[config.mk]
export PLATFORM = sky130hd
export DESIGN_NAME = ahb_lite_decoder_mux_flat
export DESIGN_NICKNAME = d
export VERILOG_FILES = /design/src/rtl/ahb_lite_pkg.sv /design/src/rtl/ahb_lite_decoder_mux_if.sv /design/src/rtl/ahb_lite_default_slave.sv /design/src/rtl/ahb_lite_decoder_mux.sv /design/src/flat_wrapper.sv
export SDC_FILE = /design/constraint.sdc
export NUM_CORES = 1
export LEC_CHECK = 0
export ABC_AREA = 1
export BUFFER_PORTS_ARGS = -buffer_cell sky130_fd_sc_hd__buf_2
export CAP_MARGIN = 30
export CELL_PAD_IN_SITES_DETAIL_PLACEMENT = 1
export CELL_PAD_IN_SITES_GLOBAL_PLACEMENT = 1
export CORE_ASPECT_RATIO = 0.7
export CORE_MARGIN = 5
export CORE_UTILIZATION = 12
export DETAILED_ROUTE_END_ITERATION = 10
export PLACE_DENSITY = 0.84
export REMOVE_ABC_BUFFERS = 1
export SYNTH_ARGS = -nofsm -noshare
export SYNTH_HDL_FRONTEND = slang
export SYNTH_SLANG_ARGS = --single-unit
export TNS_END_PERCENT = 10
[constraint.sdc]
create_clock -name HCLK -period 1.3 [get_ports HCLK]
set_clock_uncertainty 0.2 [all_clocks]
set_input_delay 0.26 -clock HCLK [delete_from_list [all_inputs] [get_ports HCLK]]
set_output_delay 0.26 -clock HCLK [all_outputs]
set_load 0.02 [all_outputs]
[src/rtl/ahb_lite_pkg.sv]
// rtl/ahb_lite_pkg.sv - AHB-Lite transfer/response codes, default memory map, default-slave states.
package ahb_lite_pkg;

  localparam logic [1:0] HTRANS_IDLE   = 2'b00;
  localparam logic [1:0] HTRANS_BUSY   = 2'b01;
  localparam logic [1:0] HTRANS_NONSEQ = 2'b10;
  localparam logic [1:0] HTRANS_SEQ    = 2'b11;

  localparam logic HRESP_OKAY  = 1'b0;
  localparam logic HRESP_ERROR = 1'b1;

  localparam logic [31:0] MEM_BASE    = 32'h0000_0000;
  localparam logic [31:0] AES_BASE    = 32'h4000_0000;
  localparam logic [31:0] REGION_MASK = 32'hF000_0000;

  typedef enum logic [1:0] {
    DS_IDLE = 2'b00,
    DS_ERR1 = 2'b01,
    DS_ERR2 = 2'b10
  } ds_state_e;

endpackage

[src/rtl/ahb_lite_decoder_mux_if.sv]
// rtl/ahb_lite_decoder_mux_if.sv - Bus-side signal bundle between master, interconnect and slaves.
interface ahb_lite_decoder_mux_if #(
  parameter int ADDR_WIDTH = 32,
  parameter int DATA_WIDTH = 32,
  parameter int NUM_SLAVES = 2
);
  logic [ADDR_WIDTH-1:0]            HADDR;
  logic [1:0]                       HTRANS;
  logic [NUM_SLAVES-1:0]            HSEL;
  logic [NUM_SLAVES*DATA_WIDTH-1:0] HRDATA_S;
  logic [NUM_SLAVES-1:0]            HREADYOUT_S;
  logic [NUM_SLAVES-1:0]            HRESP_S;
  logic [DATA_WIDTH-1:0]            HRDATA;
  logic                             HREADY;
  logic                             HRESP;

  // master: the bus master plus the slave population driving the interconnect
  modport master (
    output HADDR, HTRANS, HRDATA_S, HREADYOUT_S, HRESP_S,
    input  HSEL, HRDATA, HREADY, HRESP
  );

  modport slave (
    input  HADDR, HTRANS, HRDATA_S, HREADYOUT_S, HRESP_S,
    output HSEL, HRDATA, HREADY, HRESP
  );
endinterface

[src/rtl/ahb_lite_default_slave.sv]
// rtl/ahb_lite_default_slave.sv - Default slave answering unmapped active transfers with a two-cycle ERROR.
module ahb_lite_default_slave
  import ahb_lite_pkg::*;
(
  input  logic       HCLK,
  input  logic       HRESETn,
  input  logic       sel,
  input  logic [1:0] HTRANS,
  input  logic       HREADY,
  output logic       hreadyout,
  output logic       hresp
);

  ds_state_e state_q;
  logic      hreadyout_q;
  logic      hresp_q;
  logic      start;

  assign start = HREADY & sel & ((HTRANS == HTRANS_NONSEQ) | (HTRANS == HTRANS_SEQ));

  // ERR2 is itself an address-phase cycle, so it may chain straight into another ERR1
  always_ff @(posedge HCLK or negedge HRESETn) begin
    if (!HRESETn) begin
      state_q     <= DS_IDLE;
      hreadyout_q <= 1'b1;
      hresp_q     <= HRESP_OKAY;
    end else begin
      case (state_q)
        DS_ERR1: begin
          state_q     <= DS_ERR2;
          hreadyout_q <= 1'b1;
          hresp_q     <= HRESP_ERROR;
        end
        default: begin
          if (start) begin
            state_q     <= DS_ERR1;
            hreadyout_q <= 1'b0;
            hresp_q     <= HRESP_ERROR;
          end else begin
            state_q     <= DS_IDLE;
            hreadyout_q <= 1'b1;
            hresp_q     <= HRESP_OKAY;
          end
        end
      endcase
    end
  end

  assign hreadyout = hreadyout_q;
  assign hresp     = hresp_q;

endmodule

[src/rtl/ahb_lite_decoder_mux.sv]
// rtl/ahb_lite_decoder_mux.sv - AHB-Lite address decoder, data-phase response mux and default slave.
module ahb_lite_decoder_mux
  import ahb_lite_pkg::*;
#(
  parameter int ADDR_WIDTH = 32,
  parameter int DATA_WIDTH = 32,
  parameter int NUM_SLAVES = 2,
  parameter logic [NUM_SLAVES*ADDR_WIDTH-1:0] SLAVE_BASE = {AES_BASE, MEM_BASE},
  parameter logic [NUM_SLAVES*ADDR_WIDTH-1:0] SLAVE_MASK = {REGION_MASK, REGION_MASK}
) (
  input logic                  HCLK,
  input logic                  HRESETn,
  ahb_lite_decoder_mux_if.slave bus
);

  logic [NUM_SLAVES-1:0] hsel;
  logic                  def_sel;
  logic [NUM_SLAVES:0]   dsel_q;
  logic [NUM_SLAVES:0]   dsel_d;
  logic                  ds_hreadyout;
  logic                  ds_hresp;

  // Scan from the top down so the lowest matching index is the one left standing
  always_comb begin
    hsel    = '0;
    def_sel = 1'b1;
    for (int i = NUM_SLAVES - 1; i >= 0; i--) begin
      if ((bus.HADDR & SLAVE_MASK[i*ADDR_WIDTH +: ADDR_WIDTH]) ==
          SLAVE_BASE[i*ADDR_WIDTH +: ADDR_WIDTH]) begin
        hsel    = '0;
        hsel[i] = 1'b1;
        def_sel = 1'b0;
      end
    end
  end

  assign bus.HSEL = hsel;

  // Bit NUM_SLAVES of the data-phase select marks the default slave
  assign dsel_d = bus.HREADY ? {def_sel, hsel} : dsel_q;

  always_ff @(posedge HCLK or negedge HRESETn) begin
    if (!HRESETn) begin
      dsel_q <= '0;
    end else begin
      dsel_q <= dsel_d;
    end
  end

  ahb_lite_default_slave u_default_slave (
    .HCLK      (HCLK),
    .HRESETn   (HRESETn),
    .sel       (def_sel),
    .HTRANS    (bus.HTRANS),
    .HREADY    (bus.HREADY),
    .hreadyout (ds_hreadyout),
    .hresp     (ds_hresp)
  );

  // With no slave bit set (post-reset or default slave) the default slave drives ready/resp
  always_comb begin
    bus.HRDATA = '0;
    bus.HREADY = ds_hreadyout;
    bus.HRESP  = ds_hresp;
    for (int i = 0; i < NUM_SLAVES; i++) begin
      if (dsel_q[i]) begin
        bus.HRDATA = bus.HRDATA_S[i*DATA_WIDTH +: DATA_WIDTH];
        bus.HREADY = bus.HREADYOUT_S[i];
        bus.HRESP  = bus.HRESP_S[i];
      end
    end
  end

endmodule

[src/flat_wrapper.sv]
// flat-port wrapper written by rule: the top's interface ports become plain ports
module ahb_lite_decoder_mux_flat import ahb_lite_pkg::*;
#(
  parameter int ADDR_WIDTH = 32,
  parameter int DATA_WIDTH = 32,
  parameter int NUM_SLAVES = 2,
  parameter logic [NUM_SLAVES*ADDR_WIDTH-1:0] SLAVE_BASE = {AES_BASE, MEM_BASE},
  parameter logic [NUM_SLAVES*ADDR_WIDTH-1:0] SLAVE_MASK = {REGION_MASK, REGION_MASK}
)
  (HCLK, HRESETn, bus_HADDR, bus_HTRANS, bus_HRDATA_S, bus_HREADYOUT_S, bus_HRESP_S, bus_HSEL, bus_HRDATA, bus_HREADY, bus_HRESP);
  ahb_lite_decoder_mux_if #(.ADDR_WIDTH(ADDR_WIDTH), .DATA_WIDTH(DATA_WIDTH), .NUM_SLAVES(NUM_SLAVES)) bus_i ();
  input logic HCLK;
  input logic HRESETn;
  input wire logic [$bits(bus_i.HADDR)-1:0] bus_HADDR;
  input wire logic [$bits(bus_i.HTRANS)-1:0] bus_HTRANS;
  input wire logic [$bits(bus_i.HRDATA_S)-1:0] bus_HRDATA_S;
  input wire logic [$bits(bus_i.HREADYOUT_S)-1:0] bus_HREADYOUT_S;
  input wire logic [$bits(bus_i.HRESP_S)-1:0] bus_HRESP_S;
  output wire logic [$bits(bus_i.HSEL)-1:0] bus_HSEL;
  output wire logic [$bits(bus_i.HRDATA)-1:0] bus_HRDATA;
  output wire logic [$bits(bus_i.HREADY)-1:0] bus_HREADY;
  output wire logic [$bits(bus_i.HRESP)-1:0] bus_HRESP;
  assign bus_i.HADDR = bus_HADDR;
  assign bus_i.HTRANS = bus_HTRANS;
  assign bus_i.HRDATA_S = bus_HRDATA_S;
  assign bus_i.HREADYOUT_S = bus_HREADYOUT_S;
  assign bus_i.HRESP_S = bus_HRESP_S;
  assign bus_HSEL = bus_i.HSEL;
  assign bus_HRDATA = bus_i.HRDATA;
  assign bus_HREADY = bus_i.HREADY;
  assign bus_HRESP = bus_i.HRESP;
  ahb_lite_decoder_mux #(.ADDR_WIDTH(ADDR_WIDTH), .DATA_WIDTH(DATA_WIDTH), .NUM_SLAVES(NUM_SLAVES), .SLAVE_BASE(SLAVE_BASE), .SLAVE_MASK(SLAVE_MASK)) u_core (.HCLK(HCLK), .HRESETn(HRESETn), .bus(bus_i));
endmodule
# Word-level counts from Yosys, hierarchy flattened
# Index checks and enable logic that the tools add are counted.
# word_totals
ff_bits	6
latch_bits	0
mem_bits_rw	0
mem_bits_ro	0
inputBits	104
out_inout_bits	36
mem_count	0
# classes
n_addsub	0
mul	0
n_div	0
n_lt_le_gt_ge	0
eq_ne	4
n_shift	0
mux	16
bitwise_logic	3
reduce_logical	1
# op_table
operator	n
2-to-1 mux 32 bit	2
logical NOT 32 bit	1
2-to-1 mux 1 bit	11
2-to-1 mux 2 bit	3
equality test 2 bit (second input constant)	2
equality test 4 x 3 -> 1 bit (second input constant)	1
AND 1 bit	2
equality test 2 x 1 -> 1 bit (second input constant)	1
OR 1 bit	1

# Longest topological paths before layout
# depth
ltp_word	7
depth_mapped	8
depth_no_buf	7

# By module
# From an unflattened synthesis, not the netlist that was laid out.
# hier_totals
cells_unflattened	156
hier_area_um2	792.0
# by_module_without_submodules
mod	instances	cells_per_inst	area_each_um2	seq_area_each_um2
ahb_lite_decoder_mux	1	141	645.6	50.0
ahb_lite_default_slave	1	15	146.4	101.3

# Worst setup path after synthesis
# No wires, ideal clock.
# synth_timing
path_kind	reg2out
startpoint	register u_core.dsel_q[1]
endpoint	output bus_HRESP
t_arrival_ps	1113
required_time_ps	840
path_slack_ps	-273
stages_incl_launch_ff	5
path_cell_list	dfrtp_1 > buf_4 > inv_4 > o21ai_0 > o21ai_0
# synth_via
elab_chain_len	1
# synth_lines
item	line	rtl
from (decl)	ahb_lite_decoder_mux.sv:18	logic [NUM_SLAVES:0] dsel_q;
from (signal assigned)	ahb_lite_decoder_mux.sv:46	dsel_q <= dsel_d;
2-to-1 mux 1 bit	ahb_lite_decoder_mux.sv:66	if (dsel_q[i]) begin
to (decl)	flat_wrapper.sv:22	output wire logic [$bits(bus_i.HRESP)-1:0] bus_HRESP;
# No other way between the ends.

# Final worst setup path
# layout_timing
startpoint	register u_core.dsel_q[1]
endpoint	output bus_HRDATA[11]
# layout_via
elab_chain_len	1
# layout_lines
item	line	rtl
2-to-1 mux 32 bit	ahb_lite_decoder_mux.sv:66	
to (decl)	flat_wrapper.sv:20	output wire logic [$bits(bus_i.HRDATA)-1:0] bus_HRDATA;
# No other way between the ends.

==> summary.txt <==
Run status
  • Status: complete, but fails checks
  • Failing checks: negative setup slack

Floorplan
  • CORE AREA: 6190 um2
  • Initial core utilization: around an eighth
  • # rows: 24
  • Die Wd: around 100 um
  • Boundary Pins: 140
  • Die area: 8010 um2
  • Die height: ~76 um

Cells and area
  • Share of cells above drive strength 1: ~76%
  • Nets: 372
  • Ant diodes: 0
  • Area Growth Syn to Fin: 180%
  • Layout Cells excl Fill: 345
  • Fillers: around 780
  • Final Util: 34.2%

Power
  • P_int: 0.825 mW
  • Part of the power in registers: 17.4%
  • Pleak: ~1.1 nW
  • Power density cells: 631 nW/um2
  • Sw power: approximately 0.51 mW
  • Clock network power share: a little over a fifth
  • Combinational Power Share: 60.9%
  • Worst-case vdd ir drop: 0.000279 V
  • Switching part of the total: 38.2%

Synth
  • Mux contribution to synthesized area: 0%
  • EDFF count, synth: 0
  • Most frequent cell after synthesis: nand2_1
  • Simple-Gate Fraction of Synth Area: 66.6%
  • Top cell type's share of synthesized area: 38.2%
  • Combinational family with the most area after synthesis: simple AND/OR/NAND/NOR gates
  • Largest area contributor in the netlist: nand2_1
  • Adder-cell area share of the yosys netlist: 0%
  • Syn_area_per_cell: 5.18 um2
  • Sequential area share after synthesis: 20.0%
  • Synth area leaders: nand2_1 38%, nand3_1 23%, dfrtp_1 17%
  • Synth Area in XOR/XNOR: 0%
  • Post-synthesis compound-gate area fraction: about 2.6%
  • Mapped cell area: 756 um2
  • Syn Inst Count: roughly 150
  • Synth Register Bits: 6
  • Async set-reset flop share out of synthesis: 100%
  • Synth Warn #: 0
  • Post-synthesis cell type count: 15
  • Top FF cell, synth: dfrtp_1
  • Commonest cells in the netlist: 77 x nand2_1, 34 x nand3_1, 6 x buf_2

Routing
  • WL/cell: ~14 um
  • Routed Antenna Nets: 0
  • Post-DR vias/cell: 4.24
  • Met1 wire length: 1680 um
  • Top Layer Used: met4
  • Metal3 WL: 316 um
  • Routed vias: around 1500
  • DRC violations left: 0
  • Metal2 WL: 2770 um
  • DR iter-0 viols: 18
  • DRT Pass-1 Iters: 4
  • Final wirelength: 4840 um

STA
  • Fmax: 0.590 GHz
  • Final WS setup: -395 ps
  • Crit share post-route: 130%
  • Worst slew pin tran: 204 ps
  • RSZ-0062 raised after global routing: true
  • Setup violators final: 39
  • Hold Vio Cnt, Final: 0
  • Worst slew margin relative to its limit: 86.4%
  • Fin crit period: 1700 ps
  • Setup total negative slack: -12930 ps
  • Final count of pins violating max slew: 0

Critical path
  • Worst Setup SP: u_core.dsel_q[1]
  • Critical path cell sequence: clkinv_4 -> clkbuf_16 -> nand3_2 -> nand2_2 -> buf_6
  • CP max stage cell: dfrtp_1
  • Reg2reg start: u_core.dsel_q[1]
  • Critical Path RT: around 840 ps
  • Critical Path Start Type: flip-flop
  • WP data arrival: around 1200 ps
  • Worst Setup End Kind: output pin
  • WS Path Type: reg2out
  • R2R setup slack: -160 ps
  • CP max stage delay: 400 ps
  • Worst-path fanout max: 7

Placement
  • Placed cells: between 300 and 400
  • GP Congestion: about 0.64
  • Buffers on Ports: 110
  • HPWL Detailed: 3430 um

CTS
  • Clock buffer depth: 2
  • TritonCTS clock tree: done
  • Clk sinks: 6
  • Clk pin slew, worst setup/hold paths: around 40 ps
  • Num CTS Buffers: 3
  • Root buffer cell: clkbuf_8
  • Latest clock arrival within the worst-skew pair: around 220 ps
  • H-tree depth: 1

Global route
  • Largest net degree at the start of global routing: 23
  • Total grt overflow: 0
  • Number of global-route vias before repair: 1487
  • Aggregate global-route resource usage: 10.2%
  • Antenna violations before repair: 0
  • First-pass GRT wire length: 6900 um

Hold path
  • Hold Crit Start: bus_HTRANS[1]
  • Worst Hold Class: in2reg

Job
  • Max Cap Violations: 0
sequential cells by signal, summed over array words and instances, names as in the netlist:
register	count
u_core.u_default_slave.hreadyout	1
u_core.dsel_q	2
u_core.u_default_slave.hresp	1
u_core.u_default_slave.state_q	2
cell usage in the layout (no fill, tap or decap), drive strengths merged:
master	n
dfrtp	5
inv	5
nand2	78
nor3	1
nand3	34
o21ai	4
dlygate4sd3	1
or2	1
buf	125
clkbuf	6
nor2	5
dfstp	1
clkinv	1
stage by stage:
| stage | hold slack [ps] | area [um2] | setup WS (ps) | total power, mW |
|---|---|---|---|---|
| 3_5_place_dp | -107 | 1470 | -204 | 0.796 |
| 6_report | 148 | 2120 | -395 | 1.34 |
| 4_1_cts | 151 | 1770 | -383 | 1.23 |
| 2_1_floorplan | -236 | 699 | -790 | 0.499 |
| 5_1_grt | 173 | 2120 | -475 | 1.43 |
| 3_3_place_gp | -116 | 1470 | -159 | 0.774 |
metal layers:
layer  GRT usage, %  vias to the layer above
li1               -                      705
met1           10.5                      691
met2           20.5                       59
met3           1.61                        8
met4           3.45                        0
met5              0                        -
cell families after synthesis:
group / after synthesis
AND/OR/NAND/NOR: 119
buffers and inverters: 17
flip-flops: 6
AO/OA/AOI/OAI: 4
critical path, delay by kind of cell, from the launching register on:
| kind | cells | cell delay [ps] |
|---|---|---|
| buffers and inverters | 3 | 470 |
| flip-flops | 1 | 400 |
| AND/OR/NAND/NOR | 2 | 130 |
power by group through the flow:
stage | sequential, mW | clock (mW) | combinational [mW]
finish | 0.232 | 0.290 | 0.813
global route | 0.237 | 0.314 | 0.876
CTS | 0.232 | 0.301 | 0.692
detailed placement | 0.234 | 0 | 0.562
global placement | 0.232 | 0 | 0.542
floorplan | 0.250 | 0 | 0.248
final timing paths:
| kind | end | cells past startpoint |
|---|---|---|
| worst max-delay path | bus_HRDATA[11] | 5 |
| worst min-delay path | u_core.u_default_slave.state_q[0] | 3 |
| worst max register to register | u_core.dsel_q[1] | 5 |
| worst min register to register | u_core.u_default_slave.state_q[1] | 1 |
| max in group asynchronous | u_core.u_default_slave.hreadyout | 2 |
| min in group asynchronous | u_core.u_default_slave.state_q[0] | 2 |
area by class of cell:
cell class                 instances  area, um2  area share, %
timing repair buffer             128       1010           47.7
multi-input combinational        123        785           37.1
sequential                         6        153           7.21
tap                               78       97.6           4.61
clock buffer                       4       45.0           2.13
inverter                           6       27.5           1.30
repair_timing:
item | 4_1_cts | 5_1_grt
hold buffers | 1 | 0
pin swaps | 1 | 28
buffers inserted | 1 | 0
endpoints found under the setup margin | 40 | 41
cloned | 1 | 2
hold endpoints to repair | 6 | 0
resized for setup | 70 | 82
Note: power is estimated with default switching activity, not from simulation.
